===== src/rtl/reset_run_sequencer.sv =====
// Reset/run sequencer: ADC reset, then core reset, then a timed RUN ending in PASS or FAIL.
// Optional build macro RESET_RUN_SEQUENCER_TRACE_EN adds a free-running trace_count output.
module reset_run_sequencer #(
    parameter int ADC_RST_CYC  = 8,
    parameter int CORE_RST_CYC = 16,
    parameter int CNT_W        = 64
) (
    input  logic             core_clock,
    input  logic             reset,
    input  logic             success,
    input  logic             fail_req,
    input  logic [CNT_W-1:0] max_cycles,
    output logic             adc_reset,
    output logic             core_reset,
    output logic             run_active,
    output logic             finish,
    output logic             failed,
    output logic [1:0]       fail_reason,
    output logic [CNT_W-1:0] cycle_count
`ifdef RESET_RUN_SEQUENCER_TRACE_EN
    ,
    output logic [CNT_W-1:0] trace_count
`endif
);

    localparam int PH_MAX = (ADC_RST_CYC > CORE_RST_CYC) ? ADC_RST_CYC : CORE_RST_CYC;
    localparam int PH_W   = $clog2(PH_MAX + 1);

    localparam logic [2:0] ST_ADC_RST  = 3'd0;
    localparam logic [2:0] ST_CORE_RST = 3'd1;
    localparam logic [2:0] ST_RUN      = 3'd2;
    localparam logic [2:0] ST_PASS     = 3'd3;
    localparam logic [2:0] ST_FAIL     = 3'd4;

    logic [2:0]      state;
    logic [PH_W-1:0] phase;
    logic            timeout;

    // Compared against the count before this cycle's increment.
    assign timeout = (max_cycles != '0) && (cycle_count >= max_cycles);

    always_ff @(posedge core_clock) begin
        if (!reset) begin
            state       <= ST_ADC_RST;
            phase       <= '0;
            adc_reset   <= 1'b1;
            core_reset  <= 1'b1;
            run_active  <= 1'b0;
            finish      <= 1'b0;
            failed      <= 1'b0;
            fail_reason <= 2'b00;
            cycle_count <= '0;
        end else begin
            finish <= 1'b0;
            case (state)
                ST_ADC_RST: begin
                    if (phase == PH_W'(ADC_RST_CYC - 1)) begin
                        state     <= ST_CORE_RST;
                        phase     <= '0;
                        adc_reset <= 1'b0;
                    end else begin
                        phase <= phase + PH_W'(1);
                    end
                end
                ST_CORE_RST: begin
                    if (phase == PH_W'(CORE_RST_CYC - 1)) begin
                        state      <= ST_RUN;
                        phase      <= '0;
                        core_reset <= 1'b0;
                        run_active <= 1'b1;
                    end else begin
                        phase <= phase + PH_W'(1);
                    end
                end
                ST_RUN: begin
                    if (cycle_count != '1)
                        cycle_count <= cycle_count + CNT_W'(1);
                    // Failure causes outrank a simultaneous success.
                    if (timeout) begin
                        state       <= ST_FAIL;
                        run_active  <= 1'b0;
                        finish      <= 1'b1;
                        failed      <= 1'b1;
                        fail_reason <= 2'b01;
                    end else if (fail_req) begin
                        state       <= ST_FAIL;
                        run_active  <= 1'b0;
                        finish      <= 1'b1;
                        failed      <= 1'b1;
                        fail_reason <= 2'b10;
                    end else if (success) begin
                        state      <= ST_PASS;
                        run_active <= 1'b0;
                        finish     <= 1'b1;
                    end
                end
                ST_PASS, ST_FAIL: ;
                default: begin
                    state      <= ST_ADC_RST;
                    phase      <= '0;
                    adc_reset  <= 1'b1;
                    core_reset <= 1'b1;
                    run_active <= 1'b0;
                end
            endcase
        end
    end

`ifdef RESET_RUN_SEQUENCER_TRACE_EN
    always_ff @(posedge core_clock) begin
        if (!reset)
            trace_count <= '0;
        else if (trace_count != '1)
            trace_count <= trace_count + CNT_W'(1);
    end
`endif

endmodule


===== config.mk =====
export PLATFORM = sky130hd
export DESIGN_NAME = reset_run_sequencer
export DESIGN_NICKNAME = d
export VERILOG_FILES = /design/src/rtl/reset_run_sequencer.sv
export SDC_FILE = /design/constraint.sdc
export NUM_CORES = 1
export LEC_CHECK = 0
export CORE_MARGIN = 5
export CORE_UTILIZATION = 33
export CTS_CLUSTER_DIAMETER = 30
export DETAILED_ROUTE_END_ITERATION = 16
export SLEW_MARGIN = 10
export SYNTH_ARGS = -nofsm -noshare
export SYNTH_HDL_FRONTEND = slang
export SYNTH_SLANG_ARGS = --single-unit

===== constraint.sdc =====
create_clock -name core_clock -period 2 [get_ports core_clock]
set_input_delay 0.3 -clock core_clock [delete_from_list [all_inputs] [get_ports core_clock]]
set_output_delay 0.3 -clock core_clock [all_outputs]
set_load 0.005 [all_outputs]

# Yosys cells after proc, flatten, opt, wreduce, memory -nomap -nowiden
# Index checks and enable logic that the tools add are counted.
[op_classes] n_reduce_logical=16 add_sub_neg=2 muxes=25 order_cmp=1 eq_ne=10 n_bitwise=4
[op_table] operator="$add 64x1->64 const B" count=1
[op_table] operator="$ge 64x64->1" count=1
[op_table] operator="$ne 64x64->1 const B" count=1
[op_table] operator="$reduce_bool 64->1" count=1
[op_table] operator="$mux 3" count=5
[op_table] operator="$pmux 5 s3" count=1
[op_table] operator="$pmux 3 s4" count=1
[op_table] operator="$mux 1" count=11
[op_table] operator="$mux 5" count=2
[op_table] operator="$reduce_and 2->1" count=5
[op_table] operator="$reduce_or 4->1" count=2
[op_table] operator="$eq 3x2->1 const B" count=2
[op_table] operator="$reduce_or 3->1" count=2
[op_table] operator="$add 5x1->5 const B" count=1
[op_table] operator="$eq 5x3->1 const B" count=1
[op_table] operator="$eq 5x4->1 const B" count=1
[op_table] operator="$mux 2" count=2
[op_table] operator="$ne 2x2->1 const B" count=2
[op_table] operator="$ne 4x4->1 const B" count=1
[op_table] operator="$not 1->1" count=4
[op_table] operator="$pmux 1 s2" count=2
[op_table] operator="$reduce_and 4->1" count=1
[op_table] operator="$eq 3x1->1 const B" count=1
[op_table] operator="$eq 3x3->1 const B" count=1
[op_table] operator="6 further kinds" count=6
[word_totals] in_bits=68 ff_bits=79 wordCells=67

# Depth between registers and ports, before layout
# Gate-level depths: netlist of the first run.
[depth] ltp_word=4 depth_mapped=9

# Worst setup path before layout of the first run
# No wires, ideal clock.
[synth_path] path_kind="register to register" startpoint="register cycle_count[28]" endpoint="register cycle_count[45]" arrival_ns=2.111 setup_slack_ns=-0.236 stages_incl_launch_ff=9 required_time_ns=1.875 setup_ns=0.125 cell_sequence="dfxtp_1 nand3_1 or4_4 nor4b_4 a311oi_2 buf_6 nand4_1 xor2_1 nor2_1"
[synth_via] elab_chain_cells=2
[synth_lines] item="start: declaration" line_no="19" source="output logic [CNT_W-1:0] cycle_count"
[synth_lines] item="start signal: assignment" line_no="77" source="cycle_count <= cycle_count + CNT_W'(1);"
[synth_lines] item="parallel branches: the longest is 2 deep, another holds $add 64x1->64"
# Several ways; the timed one is not identified.
# A chain may end at the register's enable or synchronous reset.

# Worst setup path in the final report of the first run
[layout_path] startpoint="register cycle_count[53]" endpoint="register run_active"
[layout_via] elab_chain_cells=4
[layout_lines] item="$ge 64x64->1 *" line_no="40" source="assign timeout = (max_cycles != '0) && (cycle_count >= max_cycles);"
[layout_lines] item="$logic_and 1x1->1 *" line_no="40"
[layout_lines] item="$ne 4x4->1 (no source line) / $mux 1 (equally long branches)"
[layout_lines] item="$reduce_and 3->1 (no source line) / $pmux 1 s3 (equally long branches)"
[layout_lines] item="end signal: assignment" line_no="48" source="run_active <= 1'b0;"
[layout_lines] item="end signal: assignment" line_no="70" source="run_active <= 1'b1;"
[layout_lines] item="end signal: assignment" line_no="81" source="run_active <= 1'b0;"
[layout_lines] item="end: declaration" line_no="15" source="output logic run_active,"
# Every way passes the cells marked *; elsewhere a longest branch is shown, timed or not.

==> impl_results.md, run 1 <==
- Fin cells: 1297
- RR Startpoint: cycle_count[53]$_SDFFE_PN0P_
- Min-delay worst type: register to register
- Clk root buf: clkbuf_16
- Register area share after synthesis: 28.01%
- Initial Util: 33.80%
- CP Max Fanout: 4
- Ports: 139
- Drt first-iter violations: 307
- Status: finished, violations left
- Chip Height: 140.8 um
- Post-route setup slack: -0.3829 ns
- Mean Syn Cell Area: 7.974 um2
- CP Capture Type: register
- Design area: 10600 um2
- Critical Path RT: 2.24 ns
- Final HPWL DP: 15.76 mm
- DRT Pass-1 Iters: 4
- Drt total wl: 21.88 mm
- Placed Area: 8700 um2
- Post-synth EDFFs: 0
- First-pass GRT wire length: 34.43 mm
- N_diodes: 0
- CP delay by family, top: compound AO/OA/AOI/OAI gates
- Grt total ovfl: 0
- Peak Freq: 0.4196 GHz
- Final Core Density: 63.48%
- Fin crit share: 119.1%
- Vias in the first global route: 6876
- P_leak: 0.004626 uW
- Count of buffer and inverter cells on the critical path: 2
- Cell taking the most area after synthesis: dfxtp_1
- Count leader, synth: dfxtp_1
- Fin nets: 1208
- Synthesis Warnings: 0
- Register bit total from synthesis: 79
- Failing checks: setup timing
- Reg2Reg Depth: 10
- DP Cell Count: 1226
- Row cnt: 47
- Die area: 19820 um2
- ANT nets after route: 0
- Drt drc: 0
- Share of the synthesized area in the top cell type: 28.01%
- TritonCTS clock tree: built
- Final Critical Period: 2.383 ns
- MaxCap Viol Count: 0
- Fin. Hold Viols: 0
- GRT Total Usage: 21.43%
- Clock latency on the worst-skew pair: 0.35 ns
- Slew headroom: 64.01%
- Initial antenna violation count: 0
- Crit Path Class: register to register
- RSZ-0062 raised after global routing: yes
- Syn-to-layout area delta: 87.79%
- Reg2reg setup slack: -0.38 ns
- Synth top area cells: dfxtp_1, ha_1, xor2_1
- Finish-stage setup viols: 67
- Top cells by count, synth: dfxtp_1, nor2_1, inv_1
- P per Cell Area: 341.4 nW/um2
- Count of different cell masters after synthesis: 57
- Vias/cell: 5.125
- HP Start: phase[1]$_SDFFE_PN0N_
- Synthesized instance count: 708
- Die W: 140.8 um
- RR Endpoint: run_active$_SDFFE_PN0P_
- CP max stage delay: 0.39 ns
- Hold Path Depth: 2
- Clock sink total: 79
- Layout cell share with drive strength beyond 1: 41.60%
- Placer Congestion: 0.8496
- Worst Hold Endpoint: phase[1]$_SDFFE_PN0N_
- CP max-delay cell: a311oi_4
- Core Box Area: 16700 um2
- Number of port buffers: 138
- Overall power: 3619 uW
- Cells along the critical path: buf_6 -> ha_4 -> nand4_1 -> buf_4 -> nor4_4 -> nand2_2 -> a311oi_4 -> a21oi_4 -> a31oi_2 -> o21ai_1
- Post-synth ARST share: 0%
- Critical Path AT: 2.62 ns
- WL/cell: 16.87 um
- CP startpoint kind: register
- H-tree depth reported by CTS: 3
- Largest net degree at the start of global routing: 36
- Synthesized Nets: 844
- Worst Skew: 0.007547 ns
- Primary FF master, synth: dfxtp_1
- Worst slew pin tran: 0.5379 ns
- Max IR drop VDD: 0.0003599 V
- Num CTS Buffers: 9
- Max Slew Vio Count: 0
- DR vias: 6647
- Clock Pin Slew Worst Setup and Hold Paths: 0.06 ns
- Clock Path Buffers: 2
- Cell area after synthesis: 5645 um2
sequential cells by signal, summed over array words and instances, names as in the netlist:
register / count
finish: 1
adc_reset: 1
phase: 5
run_active: 1
cycle_count: 64
fail_reason: 2
core_reset: 1
state: 3
failed: 1
layout make-up:
type	count	area, um2
clock inverters	5	58.81
flip-flops and latches	79	1653
multi-input cells	532	4750
repair buffers	375	3351
inverters	75	281.5
clock buffers	11	232.7
fillers	1394	6100
well taps	220	275.3
how the worst max path moves through the flow:
| stage | startpoint | end | slack (ns) | depth (start not counted) |
|---|---|---|---|---|
| global route | cycle_count[53]$_SDFFE_PN0P_ | run_active$_SDFFE_PN0P_ | -0.48 | 10 |
| finish | cycle_count[53]$_SDFFE_PN0P_ | run_active$_SDFFE_PN0P_ | -0.38 | 10 |
| detailed placement | max_cycles[51] | run_active$_SDFFE_PN0P_ | -1.20 | 11 |
| global placement | max_cycles[53] | run_active$_SDFFE_PN0P_ | -1.18 | 11 |
| floorplan | cycle_count[14]$_SDFFE_PN0P_ | cycle_count[17]$_SDFFE_PN0P_ | -0.13 | 9 |
| CTS | max_cycles[5] | finish$_SDFF_PN0_ | -0.30 | 9 |
cells by family (layout without fill, tap and decap cells):
group                      Yosys count  after routing  synth area share (%)
xor gates and xnor gates            56             56                 8.688
muxes                                2              2                0.3546
adders and majority gates           68             68                 15.07
and+or+nand+nor                    310            310                 29.90
AOI/OAI and AO/OA                   96             96                 10.75
buffers and inverters               97            466                 7.225
DFF                                 79             79                 28.01
power breakdown:
part	internal [uW]	switching, uW	total (uW)
sequential	1570	4.79	1570
combinational	196	197	393
clock	968	686	1650
total	2730	887	3620
cell usage in the layout (no fill, tap or decap), types with 34 or more instances in the layout:
cell / Yosys / final
a21oi_1: 40 / 36
buf_4: 1 / 194
buf_6: 3 / 35
clkdlybuf4s50_1: 0 / 94
dfxtp_1: 79 / 38
dlygate4sd2_1: 0 / 37
ha_1: 68 / 52
inv_1: 75 / 69
nand4_1: 37 / 37
nor2_1: 78 / 76
xor2_1: 35 / 34
stage by stage:
| stage | TNS (ns) | setup slack (ns) | hold slack, ns |
|---|---|---|---|
| 2_1_floorplan | -3.717 | -0.1305 | 0.4536 |
| 3_3_place_gp | -25.97 | -1.176 | 0.4703 |
| 3_5_place_dp | -27.70 | -1.202 | 0.4767 |
| 4_1_cts | -11.78 | -0.3000 | 0.4842 |
| 5_1_grt | -16.78 | -0.4802 | 0.5335 |
| 6_report | -11.25 | -0.3829 | 0.4832 |
per-layer routing:
metal | part of all wire, % | wire length, um | GRT usage, %
met3 | 4.4 | 968 | 4.436
met2 | 50 | 10860 | 37.17
met5 | 0 | 0 | 0
met4 | 1.9 | 412 | 6.017
met1 | 44 | 9636 | 26.94
timing repair:
| action | 4_1_cts | 5_1_grt |
|---|---|---|
| hold buffers | 0 | 0 |
| setup endpoints to repair | 70 | 71 |
| pin swaps | 125 | 87 |
| cloned | 4 | 0 |
| resized for setup | 208 | 79 |
| setup buffers | 39 | 20 |
worst register-to-register path, stage by stage (launching register included):
cell      delay (ns)
dfxtp_2         0.32
buf_6           0.12
ha_4            0.25
nand4_1         0.12
buf_4           0.17
nor4_4          0.36
nand2_2         0.18
a311oi_4        0.39
a21oi_4         0.09
a31oi_2         0.19
o21ai_1         0.08
Power figures use the tool's default switching activity.
==> run 2: changes to the inputs <==
Settings changed: ABC_AREA from default to 1, CORE_ASPECT_RATIO from default to 2.
==> impl_results.md, run 2 <==
- Status: finished, violations left
- Failing checks: setup timing
- Ports: 139
- Final TNS setup: -1.138 ns
- CP Capture Type: register
- Main combinational cell family by area after synthesis: simple AND/OR/NAND/NOR gates
- Clk root buf: clkbuf_16
- Num CTS Buffers: 9
- Final Critical Period: 2.115 ns
- Critical Path AT: 2.39 ns
- Biggest register: cycle_count
- P_sw: 1243 uW
- Core Box Area: 19370 um2
- WL/cell: 15.65 um
- Placer Congestion: 0.9501
- Biggest regs: cycle_count: 64 flops, phase: 5 flops, state: 3 flops
- Die W: 109.0 um
- CP Max Fanout: 6
- MaxCap Viol Count: 0
- Most frequent CP cell: nor2_2
- P_leak: 0.005193 uW
- Peak Freq: 0.4727 GHz
- P per Cell Area: 367.0 nW/um2
- RSZ-0062 raised after global routing: yes
- Largest net degree at the start of global routing: 38
- Most common cell after layout, fill and taps aside: buf_4
- Max Slew Vio Count: 0
- Initial Util: 33.42%
- Final HPWL DP: 20.75 mm
- Synthesis Warnings: 0
- Row cnt: 72
- Max IR drop VDD: 0.0005573 V
- Worst Skew: 0.008759 ns
- Internal: 3105 uW
- Drt first-iter violations: 296
- Clock Path Buffers: 2
- N_diodes: 0
- Grt total ovfl: 0
- DRT Pass-1 Iters: 4
- Mean Syn Cell Area: 6.397 um2
- First-pass GRT wire length: 41.05 mm
- Fin. Hold Viols: 0
- Drt drc: 0
- Compound-Gate Fraction of Synth Area: 11.52%
- Count of different cell masters after synthesis: 46
- Sequential group share of total power: 38.0%
- Finish-stage setup viols: 26
- DR vias: 8275
- Synth top area cells: dfxtp_1, nand2_1, ha_1
- TritonCTS clock tree: built
- Post-synth ARST share: 0%
- Min-delay worst type: register to register
- Critical Path RT: 2.27 ns
- Simple-gate area share of the yosys netlist: 36.63%
- CP startpoint kind: register
- Share of power burned in combinational logic: 19.2%
- Slew headroom: 63.31%
- Layout cell share with drive strength beyond 1: 40.18%
- Top cells by count, synth: nand2_1, inv_1, nor2_1
- Cells along the critical path: ha_4 -> inv_4 -> nor3_4 -> nand2_2 -> nor2_2 -> nand4_1 -> nor2_2 -> nor2_4 -> inv_4 -> buf_12 -> nor2_4 -> nand2_2 -> o21ai_2 -> nand2_1 -> nor2_2
- Chip Height: 208.1 um
- Die area: 22690 um2
- Clock latency on the worst-skew pair: 0.35 ns
- GRT Total Usage: 23.07%
- CP max-delay cell: dfxtp_2
- Sw Ratio: 28.58%
- Synthesized-area fraction occupied by adder cells: 13.14%
- Drt total wl: 26.45 mm
- Post-route setup slack: -0.1154 ns
- Register bit total from synthesis: 79
- Share of the synthesized area in the top cell type: 24.43%
- Clock sink total: 79
- XOR/XNOR Fraction of Synth Area: 2.571%
- Clock power frac: 42.8%
- Most frequent cells in the layout: buf_4, nand2_1, inv_1, clkdlybuf4s50_1, nor2_1
- H-tree depth reported by CTS: 3
- ANT nets after route: 0
- Synthesized Nets: 1148
- Fin crit share: 105.8%
- Max reg flops: 64
- Cell area after synthesis: 6474 um2
- Mux contribution to synthesized area: 0%
- Hold Worst Slack: 0.4596 ns
- Clock Pin Slew Worst Setup and Hold Paths: 0.07 ns
- Vias in the first global route: 8619
- Crit Path Class: register to register
- Post-synth EDFFs: 0
- Register area share after synthesis: 24.43%
- Number of port buffers: 138
- Overall power: 4347 uW
- Synthesized instance count: 1012
- CP max stage delay: 0.35 ns
- Vias/cell: 4.896
- Worst slew pin tran: 0.5503 ns
- Initial antenna violation count: 0
- Count leader, synth: nand2_1
- Syn-to-layout area delta: 82.99%
- Fin nets: 1562
- Cell taking the most area after synthesis: dfxtp_1
- Primary FF master, synth: dfxtp_1
-- run 2: cell types whose count changed in the layout (fill, tap and decap cells not counted), moves of 14 or more --
cell	previous run	this run
inv_2	6	27
nor2_2	1	31
buf_4	194	259
nand2_2	8	33
nor2_4	1	24
xnor2_1	17	1
a21oi_2	3	17
inv_1	69	143
nor3_2	1	26
nand2_1	33	198
a21oi_1	36	68
buf_6	35	16
xor2_1	34	16
-- run 2: cell families (layout without fill, tap and decap cells) --
logic type	count (synthesis)	after routing
xor+xnor	19	19
buf+inv	190	609
compound gates	138	138
flops	79	79
simple gates	518	518
fa+ha+maj	68	68
-- run 2: critical path, delay by kind of cell, from the launching register on --
family,cells,cell delay (ns)
AND/OR/NAND/NOR,10,1.03
flip-flops,1,0.35
buffers and inverters,3,0.33
adder cells (fa/ha/maj),1,0.17
AO/OA/AOI/OAI,1,0.14
-- run 2: per-stage QoR --
stage                     instance area (um2)  setup WS, ns  util, %  instances
after floorplan                          6474       0.02819        -       1012
after global placement                  10060       -0.7132    51.93       1653
after detailed placement                10060       -0.7545    51.93       1653
after CTS                               11240       -0.1122    58.01       1680
after global routing                    11850       -0.2429    61.16       1690
final                                   11850       -0.1154    61.16       1690
-- run 2: final timing paths --
path / from / end / slack (ns) / depth (start not counted)
setup / recovery: cycle_count[0]$_SDFFE_PN0P_ / cycle_count[30]$_SDFFE_PN0P_ / -0.12 / 15
hold / removal: failed$_SDFFE_PN0P_ / failed$_SDFFE_PN0P_ / 0.46 / 2
setup reg to reg: cycle_count[0]$_SDFFE_PN0P_ / cycle_count[30]$_SDFFE_PN0P_ / -0.12 / 15
hold reg to reg: failed$_SDFFE_PN0P_ / failed$_SDFFE_PN0P_ / 0.46 / 2
-- run 2: power groups by stage --
stage	Combinational (uW)	Clock [uW]	Sequential (uW)
6_report	835	1860	1650
5_1_grt	947	1960	1660
4_1_cts	794	1890	1660
3_5_place_dp	756	0	1700
3_3_place_gp	748	0	1700
2_1_floorplan	410	0	1690
-- run 2: timing repair --
action,in CTS,in global routing
buffers inserted,13,10
setup endpoints to repair,70,70
hold buffers,0,0
pin swaps,83,54
gates resized for setup,241,124
-- run 2: cell type report --
cell class                 count  area, um2
inverter                     176      674.4
multi-input combinational    743       5329
tap                          259      324.1
clock inverter                 7      102.6
timing repair buffer         417       3545
fill                        1734       7522
clock buffer                   9      225.2
sequential                    79       1647
-- run 2: metal layers --
layer / GRT usage, % / vias to the layer above / routed length (um)
met3: 2.947 / 67 / 634
met5: 0 / - / 0
met4: 13.16 / 0 / 1470
li1: - / 4139 / -
met1: 20.60 / 3889 / 8744
met2: 46.52 / 180 / 15600
